`src/rtl/reg_list_sequencer_pkg.sv`:
```
// Shared types and constants for the PUSH/POP register-list sequencer.
package reg_list_sequencer_pkg;

  // Sequencer states: idle, issuing memory micro-ops, SP write-back.
  typedef enum logic [1:0] {
    SEQ_IDLE   = 2'd0,
    SEQ_ISSUE  = 2'd1,
    SEQ_SP_UPD = 2'd2
  } seq_state_e;

  // Architectural register numbers used by the sequencer.
  localparam int unsigned SP_ADDR = 13;
  localparam int unsigned LR_ADDR = 14;
  localparam int unsigned PC_ADDR = 15;

  // Default datapath geometry.
  localparam int unsigned DEF_WORD       = 32;
  localparam int unsigned DEF_ADDR_WIDTH = 4;
  localparam int unsigned DEF_LIST_WIDTH = 8;

endpackage : reg_list_sequencer_pkg

```
`src/rtl/reg_list_sequencer_if.sv`:
```
// Decode-stage <-> sequencer bundle. master = decoder side, slave = sequencer.
interface reg_list_sequencer_if
  import reg_list_sequencer_pkg::*;
#(
  parameter int unsigned WORD       = DEF_WORD,
  parameter int unsigned ADDR_WIDTH = DEF_ADDR_WIDTH,
  parameter int unsigned LIST_WIDTH = DEF_LIST_WIDTH
);

  logic                  start_i;
  logic                  is_pop_i;
  logic [LIST_WIDTH-1:0] reg_list_i;
  logic                  extra_reg_i;
  logic                  flush_i;

  logic                  stall_o;
  logic                  busy_o;
  logic                  uop_valid_o;
  logic                  uop_is_load_o;
  logic [ADDR_WIDTH-1:0] uop_addr_o;
  logic [WORD-1:0]       uop_offset_o;
  logic                  uop_last_o;
  logic                  sp_update_o;
  logic [WORD-1:0]       sp_delta_o;

  modport master (
    output start_i, is_pop_i, reg_list_i, extra_reg_i, flush_i,
    input  stall_o, busy_o, uop_valid_o, uop_is_load_o, uop_addr_o,
           uop_offset_o, uop_last_o, sp_update_o, sp_delta_o
  );

  modport slave (
    input  start_i, is_pop_i, reg_list_i, extra_reg_i, flush_i,
    output stall_o, busy_o, uop_valid_o, uop_is_load_o, uop_addr_o,
           uop_offset_o, uop_last_o, sp_update_o, sp_delta_o
  );

endinterface : reg_list_sequencer_if

```
`src/rtl/reg_list_sequencer_lowest_bit_finder.sv`:
```
// Priority encoder: index and one-hot clear mask of the lowest set bit.
module lowest_bit_finder #(
  parameter int unsigned WIDTH = 8,
  parameter int unsigned IDX_W = 3
) (
  input  logic [WIDTH-1:0] vec,
  output logic             found,
  output logic [IDX_W-1:0] idx,
  output logic [WIDTH-1:0] clr_mask
);

  // Scan high to low so the lowest set bit is the last one written.
  always_comb begin
    found    = 1'b0;
    idx      = '0;
    clr_mask = '0;
    for (int i = int'(WIDTH) - 1; i >= 0; i--) begin
      if (vec[i]) begin
        found       = 1'b1;
        idx         = IDX_W'(i);
        clr_mask    = '0;
        clr_mask[i] = 1'b1;
      end
    end
  end

endmodule : lowest_bit_finder

```
`src/rtl/reg_list_sequencer.sv`:
```
// Expands a Thumb PUSH/POP register list into one memory micro-op per cycle
// followed by a single SP-update micro-op, stalling decode meanwhile.
// Optional feature macro: REG_LIST_LR_PC_EN (adds LR/PC as list bit LIST_WIDTH).
module reg_list_sequencer
  import reg_list_sequencer_pkg::*;
#(
  parameter int unsigned WORD       = DEF_WORD,
  parameter int unsigned ADDR_WIDTH = DEF_ADDR_WIDTH,
  parameter int unsigned LIST_WIDTH = DEF_LIST_WIDTH
) (
  input  logic                 clk_i,
  input  logic                 reset_i,
  reg_list_sequencer_if.slave  bus
);

`ifdef REG_LIST_LR_PC_EN
  localparam int unsigned EFF_W = LIST_WIDTH + 1;
`else
  localparam int unsigned EFF_W = LIST_WIDTH;
`endif
  localparam int unsigned CNT_W = $clog2(EFF_W + 1);
  localparam int unsigned IDX_W = (EFF_W > 1) ? $clog2(EFF_W) : 1;

  seq_state_e       state;
  logic [EFF_W-1:0] list_q;
  logic             is_pop_q;
  logic [CNT_W-1:0] cnt_q;
  logic [CNT_W-1:0] idx_q;

  logic [EFF_W-1:0] eff_list;
  logic [CNT_W-1:0] eff_cnt;
  logic             accept;
  logic             fin_found;
  logic [IDX_W-1:0] fin_idx;
  logic [EFF_W-1:0] fin_mask;
  logic [EFF_W-1:0] list_rem;
  logic             is_last;
  logic [ADDR_WIDTH-1:0] cur_addr;
  logic [WORD-1:0]  byte_total;
  logic [WORD-1:0]  byte_idx;

  // Effective list: optional LR/PC bit sits above the low registers.
`ifdef REG_LIST_LR_PC_EN
  assign eff_list = {bus.extra_reg_i, bus.reg_list_i};
`else
  logic unused_extra;
  assign unused_extra = bus.extra_reg_i;
  assign eff_list     = bus.reg_list_i;
`endif

  // Population count of the incoming list.
  always_comb begin
    eff_cnt = '0;
    for (int i = 0; i < int'(EFF_W); i++) begin
      eff_cnt = eff_cnt + CNT_W'(eff_list[i]);
    end
  end

  // Start is taken only from IDLE, never during flush/reset, never for an empty list.
  assign accept = (state == SEQ_IDLE) && bus.start_i && !bus.flush_i &&
                  !reset_i && (|eff_list);

  lowest_bit_finder #(
    .WIDTH (EFF_W),
    .IDX_W (IDX_W)
  ) u_finder (
    .vec      (list_q),
    .found    (fin_found),
    .idx      (fin_idx),
    .clr_mask (fin_mask)
  );

  assign list_rem = list_q & ~fin_mask;

  // Register number for the bit currently being issued.
  always_comb begin
    cur_addr = ADDR_WIDTH'(fin_idx);
`ifdef REG_LIST_LR_PC_EN
    if (fin_idx == IDX_W'(LIST_WIDTH)) begin
      cur_addr = is_pop_q ? ADDR_WIDTH'(PC_ADDR) : ADDR_WIDTH'(LR_ADDR);
    end
`endif
  end

  // A PC load always ends the memory phase.
`ifdef REG_LIST_LR_PC_EN
  assign is_last = (list_rem == '0) ||
                   (is_pop_q && (cur_addr == ADDR_WIDTH'(PC_ADDR)));
`else
  assign is_last = (list_rem == '0);
`endif

  assign byte_total = WORD'({cnt_q, 2'b00});
  assign byte_idx   = WORD'({idx_q, 2'b00});

  // Sequencing state: latch the list on accept, retire one bit per ISSUE cycle.
  always_ff @(posedge clk_i or posedge reset_i) begin
    if (reset_i) begin
      state    <= SEQ_IDLE;
      list_q   <= '0;
      is_pop_q <= 1'b0;
      cnt_q    <= '0;
      idx_q    <= '0;
    end else if (bus.flush_i) begin
      state    <= SEQ_IDLE;
      list_q   <= '0;
      is_pop_q <= 1'b0;
      cnt_q    <= '0;
      idx_q    <= '0;
    end else begin
      case (state)
        SEQ_IDLE: begin
          if (accept) begin
            state    <= SEQ_ISSUE;
            list_q   <= eff_list;
            is_pop_q <= bus.is_pop_i;
            cnt_q    <= eff_cnt;
            idx_q    <= '0;
          end
        end
        SEQ_ISSUE: begin
          list_q <= list_rem;
          idx_q  <= idx_q + CNT_W'(1);
          if (is_last || !fin_found) begin
            state <= SEQ_SP_UPD;
          end
        end
        SEQ_SP_UPD: begin
          state    <= SEQ_IDLE;
          list_q   <= '0;
          is_pop_q <= 1'b0;
          cnt_q    <= '0;
          idx_q    <= '0;
        end
        default: begin
          state <= SEQ_IDLE;
        end
      endcase
    end
  end

  // Output decode; flush zeroes every valid and payload in the same cycle.
  always_comb begin
    bus.stall_o       = 1'b0;
    bus.busy_o        = (state != SEQ_IDLE);
    bus.uop_valid_o   = 1'b0;
    bus.uop_is_load_o = 1'b0;
    bus.uop_addr_o    = '0;
    bus.uop_offset_o  = '0;
    bus.uop_last_o    = 1'b0;
    bus.sp_update_o   = 1'b0;
    bus.sp_delta_o    = '0;
    case (state)
      SEQ_IDLE: begin
        bus.stall_o = accept;
      end
      SEQ_ISSUE: begin
        if (!bus.flush_i && fin_found) begin
          bus.stall_o       = 1'b1;
          bus.uop_valid_o   = 1'b1;
          bus.uop_is_load_o = is_pop_q;
          bus.uop_addr_o    = cur_addr;
          bus.uop_offset_o  = is_pop_q ? byte_idx : (byte_idx - byte_total);
          bus.uop_last_o    = is_last;
        end
      end
      SEQ_SP_UPD: begin
        if (!bus.flush_i) begin
          bus.sp_update_o = 1'b1;
          bus.sp_delta_o  = is_pop_q ? byte_total : (WORD'(0) - byte_total);
        end
      end
      default: begin
        bus.busy_o = 1'b1;
      end
    endcase
  end

endmodule : reg_list_sequencer

```
`src/flat_wrapper.sv`:
```
// flat-port wrapper written by rule: the top's interface ports become plain ports
module reg_list_sequencer_flat import reg_list_sequencer_pkg::*;
#(
  parameter int unsigned WORD       = DEF_WORD,
  parameter int unsigned ADDR_WIDTH = DEF_ADDR_WIDTH,
  parameter int unsigned LIST_WIDTH = DEF_LIST_WIDTH
)
  (clk_i, reset_i, bus_start_i, bus_is_pop_i, bus_reg_list_i, bus_extra_reg_i, bus_flush_i, bus_stall_o, bus_busy_o, bus_uop_valid_o, bus_uop_is_load_o, bus_uop_addr_o, bus_uop_offset_o, bus_uop_last_o, bus_sp_update_o, bus_sp_delta_o);
  reg_list_sequencer_if #(.WORD(WORD), .ADDR_WIDTH(ADDR_WIDTH), .LIST_WIDTH(LIST_WIDTH)) bus_i ();
  input  logic clk_i;
  input  logic reset_i;
  input wire logic [$bits(bus_i.start_i)-1:0] bus_start_i;
  input wire logic [$bits(bus_i.is_pop_i)-1:0] bus_is_pop_i;
  input wire logic [$bits(bus_i.reg_list_i)-1:0] bus_reg_list_i;
  input wire logic [$bits(bus_i.extra_reg_i)-1:0] bus_extra_reg_i;
  input wire logic [$bits(bus_i.flush_i)-1:0] bus_flush_i;
  output wire logic [$bits(bus_i.stall_o)-1:0] bus_stall_o;
  output wire logic [$bits(bus_i.busy_o)-1:0] bus_busy_o;
  output wire logic [$bits(bus_i.uop_valid_o)-1:0] bus_uop_valid_o;
  output wire logic [$bits(bus_i.uop_is_load_o)-1:0] bus_uop_is_load_o;
  output wire logic [$bits(bus_i.uop_addr_o)-1:0] bus_uop_addr_o;
  output wire logic [$bits(bus_i.uop_offset_o)-1:0] bus_uop_offset_o;
  output wire logic [$bits(bus_i.uop_last_o)-1:0] bus_uop_last_o;
  output wire logic [$bits(bus_i.sp_update_o)-1:0] bus_sp_update_o;
  output wire logic [$bits(bus_i.sp_delta_o)-1:0] bus_sp_delta_o;
  assign bus_i.start_i = bus_start_i;
  assign bus_i.is_pop_i = bus_is_pop_i;
  assign bus_i.reg_list_i = bus_reg_list_i;
  assign bus_i.extra_reg_i = bus_extra_reg_i;
  assign bus_i.flush_i = bus_flush_i;
  assign bus_stall_o = bus_i.stall_o;
  assign bus_busy_o = bus_i.busy_o;
  assign bus_uop_valid_o = bus_i.uop_valid_o;
  assign bus_uop_is_load_o = bus_i.uop_is_load_o;
  assign bus_uop_addr_o = bus_i.uop_addr_o;
  assign bus_uop_offset_o = bus_i.uop_offset_o;
  assign bus_uop_last_o = bus_i.uop_last_o;
  assign bus_sp_update_o = bus_i.sp_update_o;
  assign bus_sp_delta_o = bus_i.sp_delta_o;
  reg_list_sequencer #(.WORD(WORD), .ADDR_WIDTH(ADDR_WIDTH), .LIST_WIDTH(LIST_WIDTH)) u_core (.clk_i(clk_i), .reset_i(reset_i), .bus(bus_i));
endmodule
```
`config.mk`:
```
export PLATFORM = sky130hd
export DESIGN_NAME = reg_list_sequencer_flat
export DESIGN_NICKNAME = d
export VERILOG_FILES = /design/src/rtl/reg_list_sequencer_pkg.sv /design/src/rtl/reg_list_sequencer_if.sv /design/src/rtl/reg_list_sequencer_lowest_bit_finder.sv /design/src/rtl/reg_list_sequencer.sv /design/src/flat_wrapper.sv
export SDC_FILE = /design/constraint.sdc
export NUM_CORES = 1
export LEC_CHECK = 0
export CORE_AREA = 10 10 81 83
export CTS_CLUSTER_DIAMETER = 50
export DETAILED_ROUTE_END_ITERATION = 7
export DIE_AREA = 0 0 91 93
export HOLD_SLACK_MARGIN = 0.12
export PLACE_DENSITY = 0.89
export SLEW_MARGIN = 10
export SYNTH_ARGS = -nofsm -noshare
export SYNTH_HDL_FRONTEND = slang
export SYNTH_SLANG_ARGS = --single-unit
```
`constraint.sdc`:
```
create_clock -name clk_i -period 14.3 [get_ports clk_i]
set_clock_uncertainty 0.05 [all_clocks]
set_input_delay 2.86 -clock clk_i [delete_from_list [all_inputs] [get_ports clk_i]]
set_output_delay 2.86 -clock clk_i [all_outputs]
set_load 0.03 [all_outputs]
```
## Word level (Yosys, flattened, before mapping)

Index checks and enable logic that the tools add are counted.

- Mux-type cells: 58
- Reduce and logical (&&, ||, !) cells: 19
- Equal/unequal tests: 4
- Add/subtract/negate cells: 10
- Bitwise logic cells: 2

Operator list:

| operator | number |
|---|---|
| 32-bit 2-to-1 mux | 6 |
| 8-bit 2-to-1 mux | 10 |
| 3-bit 2-to-1 mux | 9 |
| 4-bit by 1-bit adder with 4-bit output | 6 |
| 8-bit one-hot mux with 3 select lines | 1 |
| 4-bit 2-to-1 mux | 5 |
| 1-bit 2-to-1 mux | 19 |
| 4-bit one-hot mux with 3 select lines | 1 |
| 8-bit bitwise AND | 1 |
| 8-bit logical NOT | 1 |
| 8-bit inverter | 1 |
| 4-bit one-hot mux with 2 select lines | 1 |
| 8-bit OR reduction | 1 |
| 1-bit by 6-bit subtractor with 7-bit output, first input constant | 1 |
| 6-bit by 6-bit subtractor with 7-bit output | 1 |
| 2-bit 2-to-1 mux | 3 |
| 3-bit by 2-bit inequality test with 1-bit output, second input constant | 2 |
| 2-bit AND reduction | 3 |
| 1-bit logical AND | 5 |
| 4-bit by 1-bit adder with 4-bit output, second input constant | 1 |
| 1-bit one-hot mux with 2 select lines | 2 |
| 2-bit one-hot mux with 2 select lines | 1 |
| 4-bit nonzero test | 1 |
| 1-bit logical NOT | 3 |
| other kinds (8) | 8 |

- Bits in registers: 19
- Output and inout bits: 74
- Word-level logic and storage cells: 98
- Bits of input ports: 14

## Logic depth before layout (Yosys ltp)

- Depth in word-level cells: 15
- Gate-level depth with buffers: 10
- Gate-level depth less buffers: 10

## Hierarchy

From an unflattened synthesis, not the netlist that was laid out.

- Cell total of the unflattened synthesis: 269
- Area, all modules: 2168.3 um^2

By module, submodules not included:

| module | instances | area an instance (um^2) | sequential area each (um^2) | cells an instance |
|---|---|---|---|---|
| reg_list_sequencer | 1 | 2023.2 | 475.5 | 246 |
| lowest_bit_finder | 1 | 145.1 | 0.0 | 23 |

## Worst setup path before layout

No wires, ideal clock.

- Path type: input to output
- Start point: in bus_flush_i
- End point: out bus_uop_offset_o[10]
- Stages on the path: 4
- Data arrival time: 6.800 ns
- Required time: 11.390 ns
- Path buffers: 1
- Setup slack: 4.590 ns
- Cells stage by stage: nor2b_1 > o31ai_4 > nor4b_1 > buf_4

- Longest elaborated chain between the ends: 4

Ends and longest elaborated chain:

| what | RTL line | source |
|---|---|---|
| from (decl) | flat_wrapper.sv:16 | `input wire logic [$bits(bus_i.flush_i)-1:0] bus_flush_i;` |
| 1-bit logical NOT | reg_list_sequencer.sv:158 | `if (!bus.flush_i && fin_found) begin` |
| 1-bit logical AND | reg_list_sequencer.sv:158 |  |
| 32-bit 2-to-1 mux | reg_list_sequencer.sv:158 |  |
| 32-bit 2-to-1 mux | reg_list_sequencer.sv:153 | `case (state)` |
| to (decl) | flat_wrapper.sv:22 | `output wire logic [$bits(bus_i.uop_offset_o)-1:0] bus_uop_offset_o;` |

Every way passes these cells.

## Final worst setup path

- Start point: in bus_flush_i
- End point: out bus_sp_delta_o[25]

- Longest elaborated chain between the ends: 2

Ends and longest elaborated chain:

| what | RTL line | source |
|---|---|---|
| 32-bit 2-to-1 mux | reg_list_sequencer.sv:168 | `if (!bus.flush_i) begin` |
| 32-bit 2-to-1 mux | reg_list_sequencer.sv:153 |  |
| to (decl) | flat_wrapper.sv:25 | `output wire logic [$bits(bus_i.sp_delta_o)-1:0] bus_sp_delta_o;` |

Every way passes these cells.

==> results.cfg <==
[die]
core_area_um2 = 5010
fp.dieW_um = 91
rows = 26
start_util_pct = 43.0
ioPinCount = 88
die_h_um = 93
die_area_um2 = 8460

[global_route]
grt_max_degree = 27
antenna_found_initial = 0
grt_use_total_pct = 12.5
grt_pass1_vias = 1835
grt_pass1_wl_mm = 9.01
grt_overflow_total = 0

[clocking]
cts.reportedPaths.clkPinSlew_ps = 70
cts.path.max_buffers = 2
post_cts_resized = 0
cts_root_buffer = clkbuf_8
cts_sinks = 19
cts_setup_buffers = 0
cts_buffers = 3
clk_latency_ps = 260
htree_levels = 1
cts_tree = yes
cts_hold_buffers = 0

[placement]
hpwl_mm = 4.54
post-place-ws_ps = 5430
routabilityCongestion = 0.851
place_inst = 363
place.port_buffers = 81

[setup_path]
cp_common_cell = clkdlybuf4s50_1
arrival_ps = 5620
cp_cell_sequence = clkdlybuf4s50_1 -> nand2b_1 -> a311oi_4 -> clkdlybuf4s50_1
worst-path-max-fanout = 26
worstSetupPathType = primary input to primary output
end_kind = primary output
max_stage_delay_ps = 840
slowest_stage = clkdlybuf4s50_1
reg2reg_setup_slack_ps = 12120
start_kind = primary input
crit_required_ps = 11390

[sta]
fin_crit_sh_pct = 59.6
rsz0062_at_grt = no
fmax_ghz = 0.117
finalSetupTns_ps = 0
timing.final.ws_setup_ps = 5770
post-route-min-period_ps = 8530
worstMarginPinSlew_ps = 855
setup_violations = 0
relSlewSlack_pct = 43.0
hold_violations = 0
slew_violations = 0

[run_status]
status = complete, no violations

[routing]
wirelength_mm = 5.54
num_vias = 1902
drtIter0Drc = 77
viasPerCell = 5.18
wire_per_inst_um = 15.1
remaining_drc_errors = 0
ant_nets = 0
drt_pre_antenna_iters = 4

[cells_and_area]
final_common_cell = clkdlybuf4s50_1
syn_to_final_growth_pct = 25.0
drive_gt1_share_pct = 3.70
final_cell_mix = 81 x clkdlybuf4s50_1, 26 x inv_1, 19 x nor2_1, 19 x dfrtp_1, 17 x nand2_1
fillerInstances = 475
fin_cells = 367
diodes = 0
final_util_pct = 53.7
layout.nets = 332

[flow_run]
max_cap_viol_count = 0

[synth]
ys_ff_latch = 19
seq_area_frac_synth_pct = 22.1
syn_area_um2 = 2150
syn_area_per_cell_um2 = 7.95
synth_edf_count = 0
ys.flop_type = dfrtp_1
synth_warnings = 0
async_reset_ff_share_pct = 100
ys_types = 52
syn_inst = 271

[pwr]
ir_worst_vdd_v = 0.0000950
p_switching_w = 0.000204
swShare_pct = 51.8
power_frac_clock_pct = 9.7
pwr-share-seq_pct = 24.9
leakagePower_nw = 1.10
power.density_nw_per_um2 = 147
p_comb_share_pct = 65.4
p_int_w = 0.000190
power.total_w = 0.000394

[worst_hold_path]
hold_path_class = flop to flop
[state kept, by name, summed over array words and instances (netlist names)]
name	flops
u_core.is_pop_q	1
u_core.list_q	8
u_core.cnt_q	4
u_core.idx_q	4
u_core.state	2
[metrics by stage]
| step | hold WS (ps) | area, um^2 |
|---|---|---|
| 2_1_floorplan | 425 | 2170 |
| 3_3_place_gp | 455 | 2640 |
| 3_5_place_dp | 491 | 2640 |
| 4_1_cts | 507 | 2680 |
| 5_1_grt | 540 | 2690 |
| 6_report | 508 | 2690 |
[path summary, 6_finish.rpt]
check | startpoint | endpoint | cells after the start
max | bus_flush_i | bus_sp_delta_o[25] | 4
min | u_core.list_q[5]$_DFFE_PP0P_ | u_core.list_q[5]$_DFFE_PP0P_ | 2
max reg2reg | u_core.list_q[0]$_DFFE_PP0P_ | u_core.list_q[7]$_DFFE_PP0P_ | 5
min reg2reg | u_core.list_q[5]$_DFFE_PP0P_ | u_core.list_q[5]$_DFFE_PP0P_ | 2
max in group asynchronous | reset_i | u_core.list_q[7]$_DFFE_PP0P_ | 2
min in group asynchronous | reset_i | u_core.list_q[0]$_DFFE_PP0P_ | 2
[cell type report]
type                       count  area, um^2  share of cell area (%)
multi-input combinational    163        1150                    42.8
timing repair buffer          83         826                    30.7
sequential                    19         475                    17.7
inverter                      28         105                    3.90
tap                           70        87.6                    3.25
clock buffer                   4        45.0                    1.67
[power groups by stage]
stage	sequential [W]	combinational, W	clock, W
6_report	0.0000981	0.000258	0.0000383
5_1_grt	0.000101	0.000285	0.0000408
4_1_cts	0.0000976	0.000259	0.0000389
3_5_place_dp	0.0000986	0.000257	0
3_3_place_gp	0.0000964	0.000250	0
2_1_floorplan	0.0000832	0.000217	0
[synth_stat cells, types with 2 or more instances]
cell type	instances	area, um^2
nor2b_1	4	25.0
o2111a_1	2	22.5
o311ai_0	2	17.5
o21ai_0	12	60.1
nand3_1	6	30.0
nand3b_1	3	22.5
nand2_1	17	63.8
and3_1	2	12.5
ha_1	15	188
buf_4	55	413
o31ai_1	8	60.1
nor3_1	9	45.0
inv_1	26	97.6
mux2i_1	2	20.0
clkbuf_1	8	30.0
nand2b_1	4	25.0
a21oi_1	15	75.1
a31oi_1	2	12.5
fa_1	5	100
dfrtp_1	19	475
or3_1	2	12.5
nor2_1	19	71.3
or4_1	3	22.5
a22o_1	2	17.5
xnor2_1	2	17.5
[worst max-delay path, delay by kind of cell]
| kind | cells | cell delay [ps] |
|---|---|---|
| AOI/OAI and AO/OA | 1 | 810 |
| and+or+nand+nor | 1 | 410 |
| buffers and inverters | 2 | 1530 |
[metal layers]
metal,share of wire [%],vias up,global-route usage [%]
met5,0,-,0
met4,1.2,0,2.87
met3,8.5,9,3.44
met2,44,105,20.7
met1,46,872,15.7
li1,-,916,-
[cell families (layout without fill, tap and decap cells)]
| group | Yosys count | after routing | share of synthesized area (%) |
|---|---|---|---|
| other cells | 1 | 5 | 0.174 |
| compound gates | 56 | 56 | 17.9 |
| buf+inv | 93 | 115 | 26.2 |
| simple gates | 76 | 76 | 17.7 |
| flops | 19 | 19 | 22.1 |
| fa+ha+maj | 21 | 21 | 13.8 |
| mux | 2 | 2 | 0.929 |
| xor+xnor | 3 | 3 | 1.22 |
Note: power is estimated with default switching activity, not from simulation.
